### src/rtl/bounce_gen_pkg.sv
// Shared types and constants for the switch-bounce emulator and its LFSR.
package bounce_gen_pkg;

    localparam int unsigned LFSR_W = 16;
    localparam logic [LFSR_W-1:0] LFSR_MASK = 16'hB400;

    typedef enum logic [1:0] {
        STABLE = 2'd0,
        BOUNCE = 2'd1,
        SETTLE = 2'd2
    } bounce_state_t;

endpackage

### src/rtl/bounce_lfsr.sv
// 16-bit right-shifting Galois LFSR, stepped only when advance is high.
module bounce_lfsr
    import bounce_gen_pkg::*;
#(
    parameter logic [LFSR_W-1:0] SEED = 16'hACE1
) (
    input  logic              clk,
    input  logic              reset,
    input  logic              advance,
    output logic [LFSR_W-1:0] q
);

    logic [LFSR_W-1:0] r_lfsr;
    logic [LFSR_W-1:0] w_shift;

    // Bit shifted out of the LSB folds the tap mask back in.
    assign w_shift = {1'b0, r_lfsr[LFSR_W-1:1]} ^ (r_lfsr[0] ? LFSR_MASK : '0);

    always_ff @(posedge clk) begin
        if (reset) begin
            r_lfsr <= SEED;
        end else if (advance) begin
            r_lfsr <= w_shift;
        end
    end

    assign q = r_lfsr;

endmodule

### src/rtl/bounce_gen.sv
// Switch-bounce emulator: turns a clean level change into a seeded, tick-paced
// bouncing waveform, then holds the final level for a guaranteed settle time.
module bounce_gen
    import bounce_gen_pkg::*;
#(
    parameter int unsigned       TICK_M       = 1000,
    parameter int unsigned       BOUNCE_TICKS = 800,
    parameter int unsigned       SETTLE_TICKS = 200,
    parameter int unsigned       GAP_W        = 4,
    parameter logic [LFSR_W-1:0] SEED         = 16'hACE1
) (
    input  logic       clk,
    input  logic       reset,
    input  logic       level_in,
    input  logic       enable,
    output logic       sw_out,
    output logic       busy,
    output logic [7:0] bounce_cnt
);

    localparam int unsigned PRESC_W = $clog2(TICK_M + 1);
    localparam int unsigned WIN_W   = $clog2(BOUNCE_TICKS + 1);
    localparam int unsigned HOLD_W  = $clog2(SETTLE_TICKS + 1);

    logic [PRESC_W-1:0] r_presc;
    logic               w_tick;

    // Free-running prescaler; never realigned to input events.
    assign w_tick = (r_presc == PRESC_W'(TICK_M - 1));

    always_ff @(posedge clk) begin
        if (reset || w_tick) begin
            r_presc <= '0;
        end else begin
            r_presc <= r_presc + PRESC_W'(1);
        end
    end

    logic [LFSR_W-1:0] w_lfsr;
    logic [GAP_W-1:0]  w_gap_raw;
    logic [GAP_W-1:0]  w_gap_val;
    logic              w_unused_lfsr;

    bounce_lfsr #(
        .SEED (SEED)
    ) u_lfsr (
        .clk     (clk),
        .reset   (reset),
        .advance (w_tick),
        .q       (w_lfsr)
    );

    // A zero gap would stall the toggle schedule, so it is promoted to one tick.
    assign w_gap_raw     = w_lfsr[GAP_W-1:0];
    assign w_gap_val     = (w_gap_raw == '0) ? GAP_W'(1) : w_gap_raw;
    assign w_unused_lfsr = ^w_lfsr[LFSR_W-1:GAP_W];

    bounce_state_t      r_state;
    logic               r_sw;
    logic               r_busy;
    logic [7:0]         r_cnt;
    logic               r_settled;
    logic               r_target;
    logic [WIN_W-1:0]   r_window;
    logic [GAP_W-1:0]   r_gap;
    logic [HOLD_W-1:0]  r_hold;

    logic [WIN_W-1:0]   w_window_dec;
    logic [GAP_W-1:0]   w_gap_dec;
    logic [HOLD_W-1:0]  w_hold_dec;
    logic [7:0]         w_cnt_inc;

    assign w_window_dec = r_window - WIN_W'(1);
    assign w_gap_dec    = r_gap - GAP_W'(1);
    assign w_hold_dec   = r_hold - HOLD_W'(1);
    assign w_cnt_inc    = (r_cnt == 8'hFF) ? r_cnt : r_cnt + 8'd1;

    always_ff @(posedge clk) begin
        if (reset) begin
            r_state   <= STABLE;
            r_sw      <= 1'b0;
            r_busy    <= 1'b0;
            r_cnt     <= 8'd0;
            r_settled <= 1'b0;
            r_target  <= 1'b0;
            r_window  <= '0;
            r_gap     <= '0;
            r_hold    <= '0;
        end else begin
            case (r_state)
                STABLE: begin
                    r_busy <= 1'b0;
                    if (!enable) begin
                        r_settled <= level_in;
                        r_sw      <= level_in;
                    end else if (level_in != r_settled) begin
                        r_target <= level_in;
                        r_sw     <= ~r_sw;
                        r_cnt    <= 8'd1;
                        r_window <= WIN_W'(BOUNCE_TICKS);
                        r_gap    <= w_gap_val;
                        r_busy   <= 1'b1;
                        r_state  <= BOUNCE;
                    end
                end
                BOUNCE: begin
                    if (!enable) begin
                        r_state   <= STABLE;
                        r_settled <= level_in;
                        r_sw      <= level_in;
                        r_busy    <= 1'b0;
                    end else if (w_tick && (w_window_dec == '0)) begin
                        // Window end forces the target level, overriding any gap expiry.
                        r_sw <= r_target;
                        if (r_sw != r_target) begin
                            r_cnt <= w_cnt_inc;
                        end
                        r_hold  <= HOLD_W'(SETTLE_TICKS);
                        r_state <= SETTLE;
                    end else begin
                        r_target <= level_in;
                        if (w_tick) begin
                            r_window <= w_window_dec;
                            if (w_gap_dec == '0) begin
                                r_sw  <= ~r_sw;
                                r_gap <= w_gap_val;
                                r_cnt <= w_cnt_inc;
                            end else begin
                                r_gap <= w_gap_dec;
                            end
                        end
                    end
                end
                SETTLE: begin
                    if (!enable) begin
                        r_state   <= STABLE;
                        r_settled <= level_in;
                        r_sw      <= level_in;
                        r_busy    <= 1'b0;
                    end else if (w_tick) begin
                        r_hold <= w_hold_dec;
                        if (w_hold_dec == '0) begin
                            r_settled <= r_target;
                            r_busy    <= 1'b0;
                            r_state   <= STABLE;
                        end
                    end
                end
                default: begin
                    r_state <= STABLE;
                    r_busy  <= 1'b0;
                end
            endcase
        end
    end

    assign sw_out     = r_sw;
    assign busy       = r_busy;
    assign bounce_cnt = r_cnt;

endmodule

### config.mk
export PLATFORM = sky130hd
export DESIGN_NAME = bounce_gen
export DESIGN_NICKNAME = d
export VERILOG_FILES = /design/src/rtl/bounce_gen_pkg.sv /design/src/rtl/bounce_lfsr.sv /design/src/rtl/bounce_gen.sv
export SDC_FILE = /design/constraint.sdc
export NUM_CORES = 1
export LEC_CHECK = 0
export ABC_AREA = 1
export ABC_CLOCK_PERIOD_IN_PS = 5200
export CAP_MARGIN = 10
export CELL_PAD_IN_SITES_DETAIL_PLACEMENT = 1
export CELL_PAD_IN_SITES_GLOBAL_PLACEMENT = 2
export CORE_MARGIN = 1
export CORE_UTILIZATION = 38
export DETAILED_ROUTE_END_ITERATION = 10
export GPL_ROUTABILITY_DRIVEN = 1
export GPL_TIMING_DRIVEN = 0
export PLACE_DENSITY = 0.84
export SLEW_MARGIN = 5
export SYNTH_ARGS = -nofsm -noshare
export SYNTH_HDL_FRONTEND = slang
export SYNTH_SLANG_ARGS = --single-unit
### constraint.sdc
create_clock -name clk -period 5.2 [get_ports clk]
set_clock_uncertainty 0.15 [all_clocks]
set_input_delay 0.78 -clock clk [delete_from_list [all_inputs] [get_ports clk]]
set_output_delay 0.78 -clock clk [all_outputs]
set_load 0.01 [all_outputs]
# [After elaboration in Yosys (flattened, before gate mapping)]
# Cells that the tools add are included.
[word_totals] regBits=62 input_bits=4 out_inout_bits=10
[op_classes] add_sub_neg=5 eq_ne=26 mux=61 n_bitwise=2 n_reduce_logical=20
[ops] operator="$mux 8" n=12
[ops] operator="$mux 10" n=5
[ops] operator="$pmux 8 s2" n=2
[ops] operator="$mux 4" n=7
[ops] operator="$ne 2x2->1 const B" n=11
[ops] operator="$ne 3x3->1 const B" n=7
[ops] operator="$mux 1" n=20
[ops] operator="$pmux 10 s2" n=1
[ops] operator="$reduce_and 5->1" n=4
[ops] operator="$mux 16" n=1
[ops] operator="$xor 15x16->16" n=1
[ops] operator="$mux 2" n=7
[ops] operator="$add 10x1->10 const B" n=1
[ops] operator="$eq 10x10->1 const B" n=1
[ops] operator="$logic_not 10->1" n=1
[ops] operator="$sub 10x1->10 const B" n=1
[ops] operator="$add 8x1->8 const B" n=1
[ops] operator="$eq 8x8->1 const B" n=1
[ops] operator="$logic_not 4->1" n=2
[ops] operator="$logic_not 8->1" n=1
[ops] operator="$ne 4x4->1 const B" n=2
[ops] operator="$pmux 4 s2" n=1
[ops] operator="$sub 8x1->8 const B" n=1
[ops] operator="$reduce_and 7->1" n=1
[ops] operator="17 further kinds" n=22

# [Logic depth before layout (Yosys ltp)]
# Gate-level depths: netlist of the first run.
[logic_depth] word_depth=7 ltp_mapped=16 mapped_depth_nobuf=16

# [By module]
# A second synthesis of the first run with hierarchy kept.
[hier_totals] cells_unflattened=489 area_unflattened_um2=3589.7
[modules_own_cells] mod="bounce_gen" instances=1 cells_each=396 area_each_um2=2850.2
[modules_own_cells] mod="bounce_lfsr" instances=1 cells_each=93 area_each_um2=739.5

# [Worst setup path after synthesis of the first run]
# OpenSTA, ideal clock, no wires.
[synth_timing] path_kind="input -> register" startpoint="input port level_in" endpoint="register r_cnt[0] (netlist: bounce_cnt[0])" setup_ns=0.116 t_arrival_ns=1.902 required_time_ns=4.934 slack_ns=3.031 cell_stages=10 path_buffers=0 cell_sequence="xnor2_1 -> nand2_1 -> nand2_1 -> inv_1 -> nand2_1 -> a21oi_1 -> nand3_4 -> inv_4 -> nand3_1 -> o211a_1"
[synth_between] elab_chain_cells=3
[synth_rtl] element="from (decl)" line="bounce_gen.sv:14" text="input logic level_in,"
[synth_rtl] element="$ne 1x1->1" line="bounce_gen.sv:96" text="end else if (level_in != r_settled) begin"
[synth_rtl] element="$ne 2x2->1 (no line)"
[synth_rtl] element="$reduce_and 7->1 (no line)"
[synth_rtl] element="to (signal assigned)" line="bounce_gen.sv:116" text="r_cnt <= w_cnt_inc;"
[synth_rtl] element="to (signal assigned)" line="bounce_gen.sv:127" text="r_cnt <= w_cnt_inc;"
[synth_rtl] element="to (decl)" line="bounce_gen.sv:61" text="logic [7:0] r_cnt;"
# Every way passes these cells.
# A chain may end at the register's enable or synchronous reset.

# [Worst setup path after layout of the first run]
[layout_timing] startpoint="input port enable" endpoint="register r_cnt[0] (netlist: bounce_cnt[0])"
[layout_between] elab_chain_cells=2
[layout_rtl] element="from (decl)" line="bounce_gen.sv:15" text="input logic enable,"
[layout_rtl] element="$ne 2x2->1 (no line)"
[layout_rtl] element="$reduce_and 7->1 (no line) (*)"
# Mark *: on every way between the ends. The rest lies on a longest branch, timed or not.

==> metrics list, run 1 <==
- The run finished with clean final reports.
- Counting I/O delays and the setup requirement, the final critical path takes 2.72 ns.
- Wire length of the first global-routing pass: 13.9 mm
* Total track usage: 20.3%
- The clock passes through at most 2 buffers.
- Synth Register Bits: 62
- Area enclosed by the die boundary: 8910 sq um
- LEAKAGE: 1.49 nW
- In this run the standard cell core region covers 8260 sq um.
- Setup_tns: 0 ns
- At the pin with the least slew margin, the transition time is 0.627 ns.
* Worst path arrival time: 2.80 ns
- Final weighted congestion of routability-driven global placement: 0.821
* Initial antenna violation count: 0
- Derived from the worst setup path, the maximum achievable clock frequency is 368 MHz.
* CTS Root Buffer Type: sky130_fd_sc_hd__clkbuf_8
* Hold buffer count at cts: 0
- The synthesized design contains 0 enable-type register cells.
- The floorplan has 33 rows.
* Beginning of the worst hold path: r_presc[0]
- DRT iter0 DRCs: 61
* Pre-antenna DRT Iters: 4
* Kind of capture point of the worst setup path: flip-flop
- In this run the critical register-to-register path is launched from r_window[0].
- Total number of vias: 2909
- The design draws 0.00199 W.
- Nets: 483
- In the routed layout, each cell is associated on average with a via count of 5.05.
* Antenna diodes: 0
* Average cell area after synthesis: 7.31 sq um
- After synthesis, the most frequently instantiated cells are 87 x sky130_fd_sc_hd__nand2_1, 62 x sky130_fd_sc_hd__dfxtp_1, 46 x sky130_fd_sc_hd__inv_1, 46 x sky130_fd_sc_hd__nor2_1, 32 x sky130_fd_sc_hd__a21oi_1.
- Total wire length after detailed routing: 8.02 mm
* Input/output buffers: 12
* Final clock period utilization by the worst path: 52.2%
* Hold Violations, Final: 0
* Count of unresolved DRC violations after routing: 0
- Clock slew seen by the registers of the worst setup and hold paths: 0.07 ns
* GRT Residual Overflow: 0
- Power per cell area: 537 nW/um^2
- STA classifies the critical path startpoint as an input pin.
- TritonCTS built the clock tree.
- Unrepaired setup endpoints after global routing: no
* Largest net degree at the start of global routing: 11
- The final count of pins violating max slew is 0.
* WS Path Type: in -> reg
- Worst skew pair latency: 0.34 ns
- Worst min-delay path category: reg -> reg
* HPWL after detailed placement: 6.04 mm
- Synth warn: 0
- Clock tree synthesis found a total of 62 sinks.
- Headroom to the max-slew limit came out at 58.2%.
- The area growth from synthesis to layout is 14.1%.
* Filler Cells Inserted: 1076
* Async SR Flop Fraction: 0%
* Synth top area share: 38.2%
- Number of cells produced by synthesis: 444
* Required time of the critical path: 5.29 ns
* # Post-CTS Setup Buffers: 0
* Starting utilization of the core area: 39.3%
- Counting every net in the synthesized netlist gives 460.
- Across the run, the number of max-cap violations was 0.
* Post-route ant nets: 0
* Number of resized instances in the post-cts repair step: 0
- Die height: 94.4 microns
* Number of failing setup endpoints in the final timing report: 0
* Critical Path Fanout Max: 9
* Setup slack on the worst flop-to-flop path: 2.75 ns
* Register area: 1240 sq um
* Crit path launch: enable
* Via count of the first global-routing pass: 2930
* Multi-input gate area: 1760 sq um
* Number of top-level pins: 14
- The synthesized netlist contains 41 unique library cells.
- Summing every instance area after synthesis gives 3250 sq um.
* Main area contributors after synthesis: sky130_fd_sc_hd__dfxtp_1 38%, sky130_fd_sc_hd__nand2_1 10%, sky130_fd_sc_hd__inv_1 5.3%, sky130_fd_sc_hd__nor2_1 5.3%, sky130_fd_sc_hd__a21oi_1 4.9%
- In the post-synthesis netlist, the cell with the most instances is sky130_fd_sc_hd__nand2_1.
* Proportion of synthesized chip area in sequential cells: 38.2%
- Max VDD drop: 0.000218 V
- Of the cells placed in the final design, the portion with a size suffix greater than 1 is 7.22%.
- Buffers inserted during clock tree synthesis total 9.
- In this run the number of H-tree levels came out at 3.
* X dimension of the die: 94.4 microns
- Cell type with the highest aggregate area in the netlist: sky130_fd_sc_hd__dfxtp_1
- Primary flip-flop cell chosen by synthesis mapping: sky130_fd_sc_hd__dfxtp_1
- After detailed routing, the average wire length per cell comes to 13.9 microns.
flip-flops by register name, indices dropped and copies added, names as in the netlist, 2 cells and up:
register,count
u_lfsr.q,16
r_presc,10
r_window,10
bounce_cnt,8
r_hold,8
r_gap,4
r_state,2
through the flow:
stage | std cells | instance area [sq um] | utilization, % | setup slack (ns) | hold slack (ns)
2_1_floorplan | 444 | 3250 | - | 3.03 | 0.268
3_3_place_gp | 561 | 3500 | 42.3 | 2.17 | 0.278
3_5_place_dp | 561 | 3500 | 42.3 | 2.13 | 0.291
4_1_cts | 576 | 3700 | 44.9 | 2.49 | 0.305
5_1_grt | 576 | 3700 | 44.9 | 2.30 | 0.324
6_report | 576 | 3700 | 44.9 | 2.48 | 0.299
kinds of logic after synthesis:
kind of cell / count (synthesis) / share of synthesized area, %
AND/OR/NAND/NOR: 197 / 28.3
AO/OA/AOI/OAI: 90 / 15.8
buffers and inverters: 63 / 7.67
flip-flops: 62 / 38.2
XOR/XNOR: 20 / 5.40
adder cells (fa/ha/maj): 12 / 4.63
worst paths after layout:
check / depth (start not counted) / end
hold / removal: 1 / r_presc[0]
setup / recovery: 11 / bounce_cnt[0]
hold reg to reg: 1 / r_presc[0]
setup reg to reg: 14 / r_hold[5]
layout make-up:
class,instances,area share [%]
inverters,51,5.37
multi-input cells,319,47.4
well taps,105,3.55
repair buffers,12,3.24
clock inverters,3,1.15
plain buffers,12,1.35
clock buffers,12,4.46
flip-flops and latches,62,33.5
metal layers:
metal / wire length, microns / track usage, % / vias to the layer above / part of all wire, %
met1: 4180 / 27.7 / 1362 / 52
met3: 178 / 3.30 / 12 / 2.2
met2: 3520 / 31.3 / 26 / 44
li1: - / - / 1509 / -
met4: 141 / 8.97 / 0 / 1.8
met5: 0 / 0 / - / 0
critical path: stages:
cell,delay [ns]
sky130_fd_sc_hd__clkdlybuf4s50_1,0.60
sky130_fd_sc_hd__nand2_1,0.15
sky130_fd_sc_hd__nand2_1,0.12
sky130_fd_sc_hd__nand2_1,0.06
sky130_fd_sc_hd__inv_1,0.07
sky130_fd_sc_hd__nand2_1,0.18
sky130_fd_sc_hd__a21oi_1,0.32
sky130_fd_sc_hd__nand3_4,0.19
sky130_fd_sc_hd__inv_4,0.14
sky130_fd_sc_hd__nand3_1,0.08
sky130_fd_sc_hd__o211a_1,0.11
cell usage in the layout (no fill, tap or decap), drive strengths merged, types with 7 or more instances in the layout:
cell,Yosys,layout
o21ai,32,32
clkdlybuf4s50,0,12
a211oi,7,7
dfxtp,62,62
nor2,53,53
inv,48,48
a21oi,32,32
ha,12,12
xor2,12,12
clkbuf,9,21
xnor2,8,8
nand4,8,8
nand3,27,27
nand2,90,90
nor3,13,13
power breakdown:
part           total [W]  internal, W  switching, W
Combinational   0.000911     0.000324      0.000587
Clock           0.000447     0.000257      0.000190
Sequential      0.000633     0.000558     0.0000742
Note: power is estimated with default switching activity, not from simulation.
==> run 2: changes to the inputs <==
Settings changed: ABC_CLOCK_PERIOD_IN_PS 5200 to 2300, CORE_UTILIZATION 38 to 32, PLACE_DENSITY 0.84 to 0.76.
Clock period 5.2 ns to 2.3 ns, I/O delays scaled along.
==> metrics list, run 2 (synthesis results as in run 1) <==
- The initial detailed-routing violation count is 99 (was 61).
* Utilization after layout: 41.2% (was 44.9%)
* Routed length on met1: 4.36 mm (was 4.18 mm)
- Number of buffers between clock root and the deepest sink: 2 (unchanged)
* Required time of the critical path: 2.38 ns (was 5.29 ns)
- Met2 routed wirelength: 4.00 mm (was 3.52 mm)
* Final weighted congestion of routability-driven global placement: 0.814 (was 0.821)
- The number of flip-flops in the largest register was 16 (unchanged).
- Clock slew seen by the registers of the worst setup and hold paths: 0.08 ns (was 0.07 ns)
* Beginning of the worst hold path: r_presc[0] (unchanged)
- The arrival time of the worst setup path was 2.24 ns (was 2.80 ns).
* Area enclosed by the die boundary: 10500 sq um (was 8910 sq um)
- Total number of vias: 2987 (was 2909)
* Commonest non-fill, non-tap cells in the layout: 79 x sky130_fd_sc_hd__nand2_1, 57 x sky130_fd_sc_hd__dfxtp_1, 43 x sky130_fd_sc_hd__nor2_1 (was 87 x sky130_fd_sc_hd__nand2_1, 62 x sky130_fd_sc_hd__dfxtp_1, 46 x sky130_fd_sc_hd__inv_1, 46 x sky130_fd_sc_hd__nor2_1, 32 x sky130_fd_sc_hd__a21oi_1)
- The count of final hold-check violations came to 0 (unchanged).
* Count of cells along the worst register-to-register path: 13 (was 14)
* End of the worst register-to-register path: r_state[1] (was r_hold[5])
* CTS Root Buffer Type: sky130_fd_sc_hd__clkbuf_8 (unchanged)
- Slew margin rel.: 55.9% (was 58.2%)
- Max VDD drop: 0.000481 V (was 0.000218 V)
- The met3 wire length came to 116 microns (was 178 microns).
* Uppermost layer routed: met4 (unchanged)
* Die height: 103 microns (was 94.4 microns)
* Pre-antenna DRT Iters: 4 (unchanged)
- The worst min-delay path endpoint is r_presc[0] (unchanged).
- The number of hold buffers added after CTS is 0 (unchanged).
- Placeable Area: 9820 sq um (was 8260 sq um)
* Vias per cell: 4.86 (was 5.05)
* Antenna diodes: 0 (unchanged)
* Clock buffers created by TritonCTS: 9 (unchanged)
- The number of core rows was 36 (was 33).
- Post-route ant nets: 0 (unchanged)
* Commonest non-fill, non-tap cell in the layout: sky130_fd_sc_hd__nand2_1 (unchanged)
- Crit path cell chain: inv_2 -> ha_4 -> xnor2_2 -> nand2_1 -> nor2_1 -> nand2_2 -> inv_2 -> nand3_4 -> buf_4 -> nand2_1 -> nand3_2 -> o21ai_0 -> a21oi_1 (was clkdlybuf4s50_1 -> nand2_1 -> nand2_1 -> nand2_1 -> inv_1 -> nand2_1 -> a21oi_1 -> nand3_4 -> inv_4 -> nand3_1 -> o211a_1)
- Setup slack on the worst flop-to-flop path: 0.14 ns (was 2.75 ns)
- The area used by multi-input combinational logic was 1910 sq um (was 1760 sq um).
- The die extent in x was 103 microns (was 94.4 microns).
- GRT Residual Overflow: 0 (unchanged)
- The final routed wire length divided by cell count is 14.0 microns (was 13.9 microns).
* H-tree lvl count: 3 (unchanged)
- Final clock period utilization by the worst path: 93.9%
- Total wire length after detailed routing: 8.61 mm (was 8.02 mm)
- Fraction of final layout cells with drive strength greater than 1: 16.4% (was 7.22%)
- The area added between synthesis and finish was 24.7% (was 14.1%).
- The number of fillers in the final layout came to 1249 (was 1076).
* Register area: 1250 sq um (was 1240 sq um)
- The count of nets after finishing is 493 (was 483).
- The post-detailed-placement cell area came to 3530 sq um (was 3500 sq um).
* Actual slew at the worst max-slew pin: 0.662 ns (was 0.627 ns)
- Number of top-level pins: 14 (unchanged)
* Via count of the first global-routing pass: 3067 (was 2930)
* Largest net degree at the start of global routing: 12 (was 11)
* Total track usage: 18.4% (was 20.3%)
* Worst flop-to-flop path startpoint: r_window[1] (was r_window[0])
* Worst min-delay path category: reg -> reg (unchanged)
- The count of max-cap constraint violations is 0 (unchanged).
- Worst skew pair latency: 0.34 ns (about the same)
- The half-perimeter wire length after placement came to 6.18 mm (was 6.04 mm).
- Cell depth of the worst hold path: 1 (unchanged)
* Count of unresolved DRC violations after routing: 0 (unchanged)
* Run status: completed (unchanged)
- The final cell count without fillers was 615 (was 576).
- The area of all placed cells without fillers was 4050 sq um (was 3700 sq um).
- Final worst path period need: 2.16 ns
* Slowest stage cell, crit path: sky130_fd_sc_hd__dfxtp_2 (was sky130_fd_sc_hd__clkdlybuf4s50_1)
- The final-layout setup total negative slack is 0 ns (unchanged).
- The total instance count after detailed placement was 589 (was 561).
- Unrepaired setup endpoints after global routing: no (unchanged)
- WS Path Type: reg -> reg (was in -> reg)
- The number of sinks driven by the clock tree came to 62 (unchanged).
- The total of endpoints with negative setup slack in the final report was 0 (unchanged).
* Total count of max-transition violations in the final report: 0 (unchanged)
* Wire length of the first global-routing pass: 14.7 mm (was 13.9 mm)
- Achievable clock frequency: 463 MHz
- Initial antenna violation count: 0 (unchanged)
- The type of origin of the critical path was a flip-flop (was input pin).
* TritonCTS clock tree: yes (unchanged)
* Critical Path Fanout Max: 5 (was 9)
- LEAKAGE: 1.59 nW (was 1.49 nW)
- Longest individual stage delay on the worst path: 0.37 ns (was 0.60 ns)
- The type of destination of the critical path is a flip-flop (unchanged).
* Starting utilization of the core area: 33.1% (was 39.3%)
- The number of buffers added on ports came to 12 (unchanged).
* Power per cell area: 1260 nW/um^2 (was 537 nW/um^2)
-- run 2: cell count changes in the layout (fill, tap and decap cells not counted), moves of 5 or more --
cell                      previous run  this run
sky130_fd_sc_hd__nand2_1            87        79
sky130_fd_sc_hd__buf_4               1        10
sky130_fd_sc_hd__nand2_2             2         8
sky130_fd_sc_hd__dfxtp_1            62        57
sky130_fd_sc_hd__inv_1              46        41
-- run 2: layer usage --
layer | GRT usage (%) | up-vias
met3 | 2.92 | 11
met4 | 7.69 | 0
li1 | - | 1536
met5 | 0 | -
met1 | 24.3 | 1424
met2 | 29.7 | 16
-- run 2: power by group --
part / switching [W] / total, W / internal [W]
combinational: 0.00151 / 0.00245 / 0.000938
sequential: 0.000175 / 0.00144 / 0.00127
clock: 0.000457 / 0.00121 / 0.000752
total: 0.00214 / 0.00510 / 0.00296
-- run 2: critical path, delay by kind of cell, from the launching register on --
kind,cells,cell delay [ns]
AOI/OAI and AO/OA,2,0.23
xor gates and xnor gates,1,0.17
adders and majority gates,1,0.18
buffers and inverters,3,0.33
DFF,1,0.37
and+or+nand+nor,6,0.63
-- run 2: cell type report --
cell class                      count  area share, %
Clock buffer                       11           3.49
Multi-Input combinational cell    320           47.3
Tap cell                          133           4.11
Timing Repair Buffer               23           5.32
Buffer                             10           1.21
Inverter                           51           5.10
Clock inverter                      5           2.63
Sequential cell                    62           30.9
-- run 2: worst max-delay path by stage --
stage                start            end  slack (ns)  depth (start not counted)
2_1_floorplan  r_window[0]      r_hold[2]        0.24                         14
3_3_place_gp        enable  bounce_cnt[0]       -0.31                         11
3_5_place_dp      level_in  bounce_cnt[3]       -0.37                         10
4_1_cts         r_presc[1]      r_hold[2]       0.001                         14
5_1_grt        r_window[0]      r_hold[2]       0.002                         15
6_report       r_window[1]     r_state[1]        0.14                         13
-- run 2: stage by stage --
stage | hold slack [ns] | worst slack [ns] | power [W]
6_report | 0.266 | 0.141 | 0.00510
5_1_grt | 0.293 | 0.00154 | 0.00553
4_1_cts | 0.271 | 0.00130 | 0.00494
3_5_place_dp | 0.293 | -0.369 | 0.00355
3_3_place_gp | 0.279 | -0.312 | 0.00350
2_1_floorplan | 0.268 | 0.236 | 0.00304
-- run 2: what timing repair did --
item                                    in CTS  in global routing
gates cloned                                 1                  0
resized for setup                           18                 34
endpoints found under the setup margin      37                 40
pin swaps                                    4                 11
setup buffers                                4                  7
==> run 3: changes to the inputs <==
Settings changed: CTS_CLUSTER_DIAMETER set to 150, SLEW_MARGIN 5 to 15.
==> results of run 3 <==
Same layout as run 2: the final DEF is identical, and so are final timing and power.
